==> src/rtl/sys_timer_cmp.sv <==
// sys_timer_cmp: free-running system counter with a prescaler, atomic
// 32-bit software access over APB, NUM_CMP compare channels (one-shot or
// periodic auto-reload) and an overflow interrupt.
//
// APB handshake: zero wait state, pready is always 1. A transfer is the
// setup phase (psel=1, penable=0) followed by one access phase
// (psel=1, penable=1). Writes commit on the clock edge that ends the access
// phase. Read data and pslverr are driven combinationally during the access
// phase and are 0 at all other times.
module sys_timer_cmp #(
  parameter int CNT_W   = 64,
  parameter int PRE_W   = 16,
  parameter int NUM_CMP = 4
) (
  input  logic               sys_clk,
  input  logic               sys_resetn,
  input  logic               psel,
  input  logic               penable,
  input  logic               pwrite,
  input  logic [7:0]         paddr,
  input  logic [31:0]        pwdata,
  output logic [31:0]        prdata,
  output logic               pready,
  output logic               pslverr,
  output logic [CNT_W-1:0]   cnt,
  output logic [NUM_CMP:0]   irq
);

  // Width of the upper counter half seen through the *_HI registers.
  localparam int HW = CNT_W - 32;
  // Interrupt sources: one per channel plus overflow at the top bit.
  localparam int NI = NUM_CMP + 1;

  // ---------------------------------------------------------------------
  // State
  // ---------------------------------------------------------------------
  logic               en_q;
  logic [PRE_W-1:0]   prescale_q;
  logic [PRE_W-1:0]   pre_q, pre_d;
  logic [CNT_W-1:0]   cnt_q, cnt_d;
  logic [31:0]        cnt_wsh_q;
  logic [HW-1:0]      cnt_rsh_q;
  logic [NI-1:0]      status_q, status_d;
  logic [NI-1:0]      int_en_q;
  logic [NI-1:0]      irq_q;

  logic [CNT_W-1:0]   cmp_q     [NUM_CMP];
  logic [CNT_W-1:0]   cmp_d     [NUM_CMP];
  logic [31:0]        period_q  [NUM_CMP];
  logic [31:0]        cmp_wsh_q [NUM_CMP];
  logic [HW-1:0]      cmp_rsh_q [NUM_CMP];
  logic [NUM_CMP-1:0] cen_q;
  logic [NUM_CMP-1:0] periodic_q;

  // ---------------------------------------------------------------------
  // Address decode
  // ---------------------------------------------------------------------
  logic               acc, wr, rd;
  logic               glb_sel, glb_ok, ch_ok, addr_ok;
  logic [2:0]         glb_idx;
  logic [3:0]         ch_idx;
  logic [1:0]         sub;
  logic [NUM_CMP-1:0] ch_sel;
  logic [1:0]         unused_paddr;

  assign unused_paddr = paddr[1:0];

  assign acc     = psel & penable;
  assign glb_sel = (paddr[7:5] == 3'b000);
  assign glb_idx = paddr[4:2];
  assign glb_ok  = glb_sel & (glb_idx <= 3'd5);
  // Channel blocks start at 0x20 and are 0x10 bytes apart.
  assign ch_idx  = paddr[7:4] - 4'd2;
  assign sub     = paddr[3:2];
  assign ch_ok   = (paddr[7:4] >= 4'd2) & (ch_idx < 4'(NUM_CMP));
  assign addr_ok = glb_ok | ch_ok;
  assign wr      = acc & pwrite & addr_ok;
  assign rd      = acc & ~pwrite & addr_ok;

  // One-hot channel select for the addressed compare block.
  always_comb begin
    ch_sel = '0;
    for (int i = 0; i < NUM_CMP; i++) begin
      ch_sel[i] = ch_ok & (ch_idx == 4'(i));
    end
  end

  logic wr_ctrl, wr_pre, wr_cnt_lo, wr_cnt_hi, wr_status, wr_int_en, rd_cnt_lo;
  assign wr_ctrl   = wr & glb_sel & (glb_idx == 3'd0);
  assign wr_pre    = wr & glb_sel & (glb_idx == 3'd1);
  assign wr_cnt_lo = wr & glb_sel & (glb_idx == 3'd2);
  assign wr_cnt_hi = wr & glb_sel & (glb_idx == 3'd3);
  assign wr_status = wr & glb_sel & (glb_idx == 3'd4);
  assign wr_int_en = wr & glb_sel & (glb_idx == 3'd5);
  assign rd_cnt_lo = rd & glb_sel & (glb_idx == 3'd2);

  logic [NUM_CMP-1:0] wr_cmp_lo, wr_cmp_hi, wr_period, wr_cmp_ctrl, rd_cmp_lo;

  // Per-channel register strobes.
  always_comb begin
    wr_cmp_lo   = '0;
    wr_cmp_hi   = '0;
    wr_period   = '0;
    wr_cmp_ctrl = '0;
    rd_cmp_lo   = '0;
    for (int i = 0; i < NUM_CMP; i++) begin
      wr_cmp_lo[i]   = wr & ch_sel[i] & (sub == 2'd0);
      wr_cmp_hi[i]   = wr & ch_sel[i] & (sub == 2'd1);
      wr_period[i]   = wr & ch_sel[i] & (sub == 2'd2);
      wr_cmp_ctrl[i] = wr & ch_sel[i] & (sub == 2'd3);
      rd_cmp_lo[i]   = rd & ch_sel[i] & (sub == 2'd0);
    end
  end

  // ---------------------------------------------------------------------
  // Tick, counter, events
  // ---------------------------------------------------------------------
  logic               cnt_clr, sw_cnt, tick, ovf_evt;
  logic [CNT_W-1:0]   cnt_inc;
  logic [NUM_CMP-1:0] match;

  assign cnt_clr = wr_ctrl & pwdata[1];
  // Software load or clear owns the counter this cycle; the tick is dropped
  // and cannot raise a match or overflow.
  assign sw_cnt  = cnt_clr | wr_cnt_hi;
  assign tick    = en_q & (pre_q == prescale_q);
  assign cnt_inc = cnt_q + 1'b1;
  assign ovf_evt = tick & ~sw_cnt & (cnt_q == {CNT_W{1'b1}});

  // Next counter and prescaler values, with software access taking priority.
  always_comb begin
    cnt_d = cnt_q;
    pre_d = pre_q;
    if (cnt_clr) begin
      cnt_d = '0;
      pre_d = '0;
    end else if (wr_cnt_hi) begin
      cnt_d = {pwdata[HW-1:0], cnt_wsh_q};
      pre_d = '0;
    end else if (en_q) begin
      if (tick) begin
        cnt_d = cnt_inc;
        pre_d = '0;
      end else begin
        pre_d = pre_q + 1'b1;
      end
    end
  end

  // Compare matches and the next compare values (software write beats reload).
  always_comb begin
    match = '0;
    for (int i = 0; i < NUM_CMP; i++) begin
      match[i] = tick & ~sw_cnt & cen_q[i] & (cnt_inc == cmp_q[i]);
      cmp_d[i] = cmp_q[i];
      if (wr_cmp_hi[i]) begin
        cmp_d[i] = {pwdata[HW-1:0], cmp_wsh_q[i]};
      end else if (match[i] & periodic_q[i]) begin
        cmp_d[i] = cmp_q[i] + {{HW{1'b0}}, period_q[i]};
      end
    end
  end

  // Status: write-1-to-clear, but a same-cycle set event wins.
  always_comb begin
    status_d = status_q;
    if (wr_status) begin
      status_d = status_d & ~pwdata[NI-1:0];
    end
    status_d = status_d | {ovf_evt, match};
  end

  // Global control registers and the counter access shadows.
  always_ff @(posedge sys_clk or negedge sys_resetn) begin
    if (!sys_resetn) begin
      en_q       <= 1'b0;
      prescale_q <= '0;
      int_en_q   <= '0;
      cnt_wsh_q  <= '0;
      cnt_rsh_q  <= '0;
    end else begin
      if (wr_ctrl)   en_q       <= pwdata[0];
      if (wr_pre)    prescale_q <= pwdata[PRE_W-1:0];
      if (wr_int_en) int_en_q   <= pwdata[NI-1:0];
      if (wr_cnt_lo) cnt_wsh_q  <= pwdata;
      if (rd_cnt_lo) cnt_rsh_q  <= cnt_q[CNT_W-1:32];
    end
  end

  // Counter, prescaler, status and the registered interrupt lines.
  always_ff @(posedge sys_clk or negedge sys_resetn) begin
    if (!sys_resetn) begin
      cnt_q    <= '0;
      pre_q    <= '0;
      status_q <= '0;
      irq_q    <= '0;
    end else begin
      cnt_q    <= cnt_d;
      pre_q    <= pre_d;
      status_q <= status_d;
      irq_q    <= status_q & int_en_q;
    end
  end

  // Compare channel registers and their access shadows.
  always_ff @(posedge sys_clk or negedge sys_resetn) begin
    if (!sys_resetn) begin
      cen_q      <= '0;
      periodic_q <= '0;
      for (int i = 0; i < NUM_CMP; i++) begin
        cmp_q[i]     <= {CNT_W{1'b1}};
        period_q[i]  <= '0;
        cmp_wsh_q[i] <= '0;
        cmp_rsh_q[i] <= '0;
      end
    end else begin
      for (int i = 0; i < NUM_CMP; i++) begin
        cmp_q[i] <= cmp_d[i];
        if (wr_period[i]) period_q[i]  <= pwdata;
        if (wr_cmp_lo[i]) cmp_wsh_q[i] <= pwdata;
        if (rd_cmp_lo[i]) cmp_rsh_q[i] <= cmp_q[i][CNT_W-1:32];
        if (wr_cmp_ctrl[i]) begin
          cen_q[i]      <= pwdata[0];
          periodic_q[i] <= pwdata[1];
        end
      end
    end
  end

  // ---------------------------------------------------------------------
  // Read data
  // ---------------------------------------------------------------------
  logic [31:0] rdata;

  // Read mux over the global block and the selected channel block.
  always_comb begin
    rdata = '0;
    if (glb_sel) begin
      case (glb_idx)
        3'd0:    rdata[0]         = en_q;
        3'd1:    rdata[PRE_W-1:0] = prescale_q;
        3'd2:    rdata            = cnt_q[31:0];
        3'd3:    rdata[HW-1:0]    = cnt_rsh_q;
        3'd4:    rdata[NI-1:0]    = status_q;
        3'd5:    rdata[NI-1:0]    = int_en_q;
        default: rdata            = '0;
      endcase
    end
    for (int i = 0; i < NUM_CMP; i++) begin
      if (ch_sel[i]) begin
        case (sub)
          2'd0:    rdata         = cmp_q[i][31:0];
          2'd1:    rdata[HW-1:0] = cmp_rsh_q[i];
          2'd2:    rdata         = period_q[i];
          default: rdata[1:0]    = {periodic_q[i], cen_q[i]};
        endcase
      end
    end
  end

  assign prdata  = rd ? rdata : 32'd0;
  assign pslverr = acc & ~addr_ok;
  assign pready  = 1'b1;
  assign cnt     = cnt_q;
  assign irq     = irq_q;

endmodule
==> config.mk <==
export PLATFORM = sky130hd
export DESIGN_NAME = sys_timer_cmp
export DESIGN_NICKNAME = d
export VERILOG_FILES = /design/src/rtl/sys_timer_cmp.sv
export SDC_FILE = /design/constraint.sdc
export NUM_CORES = 2
export LEC_CHECK = 0
export CAP_MARGIN = 10
export CORE_AREA = 3 3 315 317
export CTS_BUF_LIST = sky130_fd_sc_hd__clkbuf_8
export DETAILED_ROUTE_END_ITERATION = 12
export DIE_AREA = 0 0 318 320
export PLACE_DENSITY_LB_ADDON = 0.1
export REMOVE_ABC_BUFFERS = 1
export SLEW_MARGIN = 20
export SYNTH_ARGS = -nofsm -noshare
export SYNTH_HDL_FRONTEND = slang
export SYNTH_SLANG_ARGS = --single-unit
==> constraint.sdc <==
create_clock -name sys_clk -period 19.55 [get_ports sys_clk]
set_input_delay 5.865 -clock sys_clk [delete_from_list [all_inputs] [get_ports sys_clk]]
set_output_delay 5.865 -clock sys_clk [all_outputs]
set_load 0.02 [all_outputs]
==> flow_metrics.tcl <==
set metrics [dict create \
    synth.most_common_cell "dfrtp_1" \
    htreeDepth 4 \
    skew_ns 0.0533 \
    cp.arrival_ns 11.35 \
    grt_pass1_wl_um 385000 \
    fin_crit_ns 17.21 \
    synth_edf_count 0 \
    core-area_um2 96600 \
    netSwitchingFraction 0.368 \
    p_leak_nw 26.5 \
    synth.avg_cell_area_um2 9.30 \
    reg2reg_depth 13 \
    ir_worst_vdd_mv 0.0899 \
    worst_pin_slew_ns 1.27 \
    ys_types 106 \
    synthFlopType "dfrtp_1" \
    yosys_warnings 0 \
    rows 114 \
    hp-start "cmp_wsh_q[35]" \
    power_density_nw_per_um2 78.6 \
    startpoint "paddr[5]" \
    hold_end "cmp_q[67]" \
    dr.pass1.iters 7 \
    fp.dieArea_um2 102000 \
    dp_hpwl_um 199000 \
    clkPwrFrac 0.357 \
    fmax_ghz 0.0581 \
    cts.sinks 824 \
    cap_viol_max_count 0 \
    drt_iter0_markers 9689 \
    critical_path_required_ns 13.68 \
    gp_congestion 1.06 \
    synth_commonest_cells "dfrtp_1 (568), mux2_2 (501), a21oi_1 (496), nor2_1 (469), nand2_1 (456)" \
    start_kind "input port" \
    worst_slew_margin_rel 0.143 \
    crit_type "input port to primary output" \
    synthTopCellsByArea "dfrtp_1 (25%), dfstp_2 (12%), mux2_2 (10%)" \
    holdWs_ns 0.467 \
    vias_per_cell 7.39 \
    cts_buffers 147 \
    p_int_w 0.00307 \
    post_cts_buffers 0 \
    worstHoldPathType "register to register" \
    grt_max_degree 154 \
    io_pins 148 \
    grt_pass1_vias 52500 \
    rr_startpoint "cnt[40]" \
    ant_nets 0 \
    power_frac_comb 0.240 \
    yosys.area.top_type_share 0.254 \
    cts_tree "done" \
    drc 0 \
    yosysTopAreaCell "dfrtp_1" \
    synth_cells 6018 \
    worstSkewPairLatency_ns 0.91 \
    wire_per_inst_um 36.9 \
    critPathCaptureType "primary output" \
    start_util 0.580 \
    setup_tns_ns 0 \
    area_delta_synth_final_pct 10.5 \
    status "finished clean" \
    ys_ff_latch 824 \
    wirelength_um 275000 \
    ff2ff_setup_slack_ns 11.38 \
    crit_slowest_cell "nor2_4" \
    fin_nets 6221 \
    ctsResizeCount 0 \
    die_w_um 318 \
    slew_viol_final 0 \
    instances_no_fill 7451 \
    vias 55100 \
    cts_root_buffer "clkbuf_8" \
    r2r_end "cmp_q[127]" \
    crit_path_max_incr_delay_ns 0.88 \
    path_clk_slew_ns 0.06 \
    die_h_um 320 \
    worstPathMaxFanout 45 \
    cts-hold-fix-buffers 0 \
    p_sw_w 0.00179 \
    finalSetupViolCount 0 \
    cts_buffer_depth 3 \
    n_fill_cell 7710 \
    timing.final.crit_share 0.880 \
    yosysSeqAreaShare 0.374 \
    io_buffers 144 \
    path_cells "clkdlybuf4s50_1, inv_1, ha_1, a311oi_1, o21ai_1, buf_4, or3_1, nor2_4, a21oi_1, a21oi_1, a22oi_1, a211oi_1, clkdlybuf4s50_1" \
    seq_power_share 0.404 \
    synth_area_um2 56000 \
    dp_cells 7164 \
    antenna_found_initial 20 \
    grt_usage 0.527 \
    finalHoldViolCount 0 \
    rsz0062_at_grt "no" \
    overflow 0 \
    ys_async_sr_fraction 1.00 \
    min_path_cells 2 \
    final_layout_size_suffix_gt1_frac 0.212 \
]
[stage by stage]
step	cell area, µm²	setup slack (ns)	power (W)	utilization
6_report	61900	2.34	0.00486	0.641
5_1_grt	61800	2.24	0.00494	0.640
4_1_cts	61800	2.56	0.00477	0.640
3_5_place_dp	58700	2.58	0.00306	0.608
3_3_place_gp	58700	2.60	0.00305	0.608
2_1_floorplan	54100	2.02	0.00247	-
[registers in the layout, indices dropped and copies added, names as in the netlist]
signal / count
cmp_wsh_q: 128
cmp_rsh_q: 128
cmp_q: 256
pre_q: 16
cen_q: 4
irq: 5
cnt_wsh_q: 32
period_q: 128
en_q: 1
prescale_q: 16
int_en_q: 5
cnt: 64
cnt_rsh_q: 32
periodic_q: 4
status_q: 5
[cell type report]
class	count	area (µm²)	area share
Timing Repair Buffer	330	2830	0.0457
Clock inverter	93	601	0.00971
Inverter	97	364	0.00589
Antenna cell	12	30.0	0.000485
Tap cell	1276	1600	0.0258
Multi-Input combinational cell	4637	33000	0.533
Sequential cell	824	20900	0.339
Clock buffer	182	2500	0.0405
[power groups by stage]
| stage | logic (W) | registers [W] | clock network [W] |
|---|---|---|---|
| after floorplan | 0.000521 | 0.00195 | 0 |
| after global placement | 0.00108 | 0.00197 | 0 |
| after detailed placement | 0.00109 | 0.00198 | 0 |
| after CTS | 0.00110 | 0.00195 | 0.00172 |
| after global routing | 0.00118 | 0.00196 | 0.00180 |
| final | 0.00117 | 0.00196 | 0.00173 |
[layer usage]
| layer | GRT usage | vias up | wire length (µm) | part of all wire |
|---|---|---|---|---|
| met5 | 0 | - | 69 | 0.00025 |
| met4 | 0.368 | 10 | 24600 | 0.089 |
| met3 | 0.194 | 1305 | 40000 | 0.15 |
| met2 | 0.749 | 4801 | 112000 | 0.41 |
| met1 | 0.665 | 27000 | 98700 | 0.36 |
| li1 | - | 22000 | - | - |
[worst max-delay path by stage]
stage | end | slack, ns | cells past startpoint
global placement | prdata[3] | 2.60 | 13
finish | prdata[3] | 2.34 | 13
global route | prdata[20] | 2.24 | 14
CTS | prdata[4] | 2.56 | 13
detailed placement | prdata[4] | 2.58 | 13
floorplan | prdata[11] | 2.02 | 6
[cell families after synthesis]
kind of cell	count (synthesis)	synth area share
other	1	0.0000670
buffers and inverters	557	0.0407
adders and majority gates	140	0.0318
xor gates and xnor gates	492	0.0851
muxes	694	0.138
AOI/OAI and AO/OA	1412	0.155
and+or+nand+nor	1898	0.176
DFF	824	0.374
[placed cells by master, fill, tap and decap left out, types with 147 or more instances in the layout]
cell and n:
buf_4 185, mux2_2 501, inv_1 155, dfstp_2 256, clkbuf_8 182, dfrtp_1 568, nor2_1 466, o21ai_0 355
mux2i_1 183, nand2_1 444, nor3_1 147, xnor2_1 312, a21oi_1 496
[worst max-delay path, delay by kind of cell]
kind / cells / cell delay, ns
buffers and inverters: 4 / 1.95
AOI/OAI and AO/OA: 6 / 1.85
and+or+nand+nor: 2 / 1.38
adders and majority gates: 1 / 0.27
No activity file was read; power rests on OpenSTA's default activity.
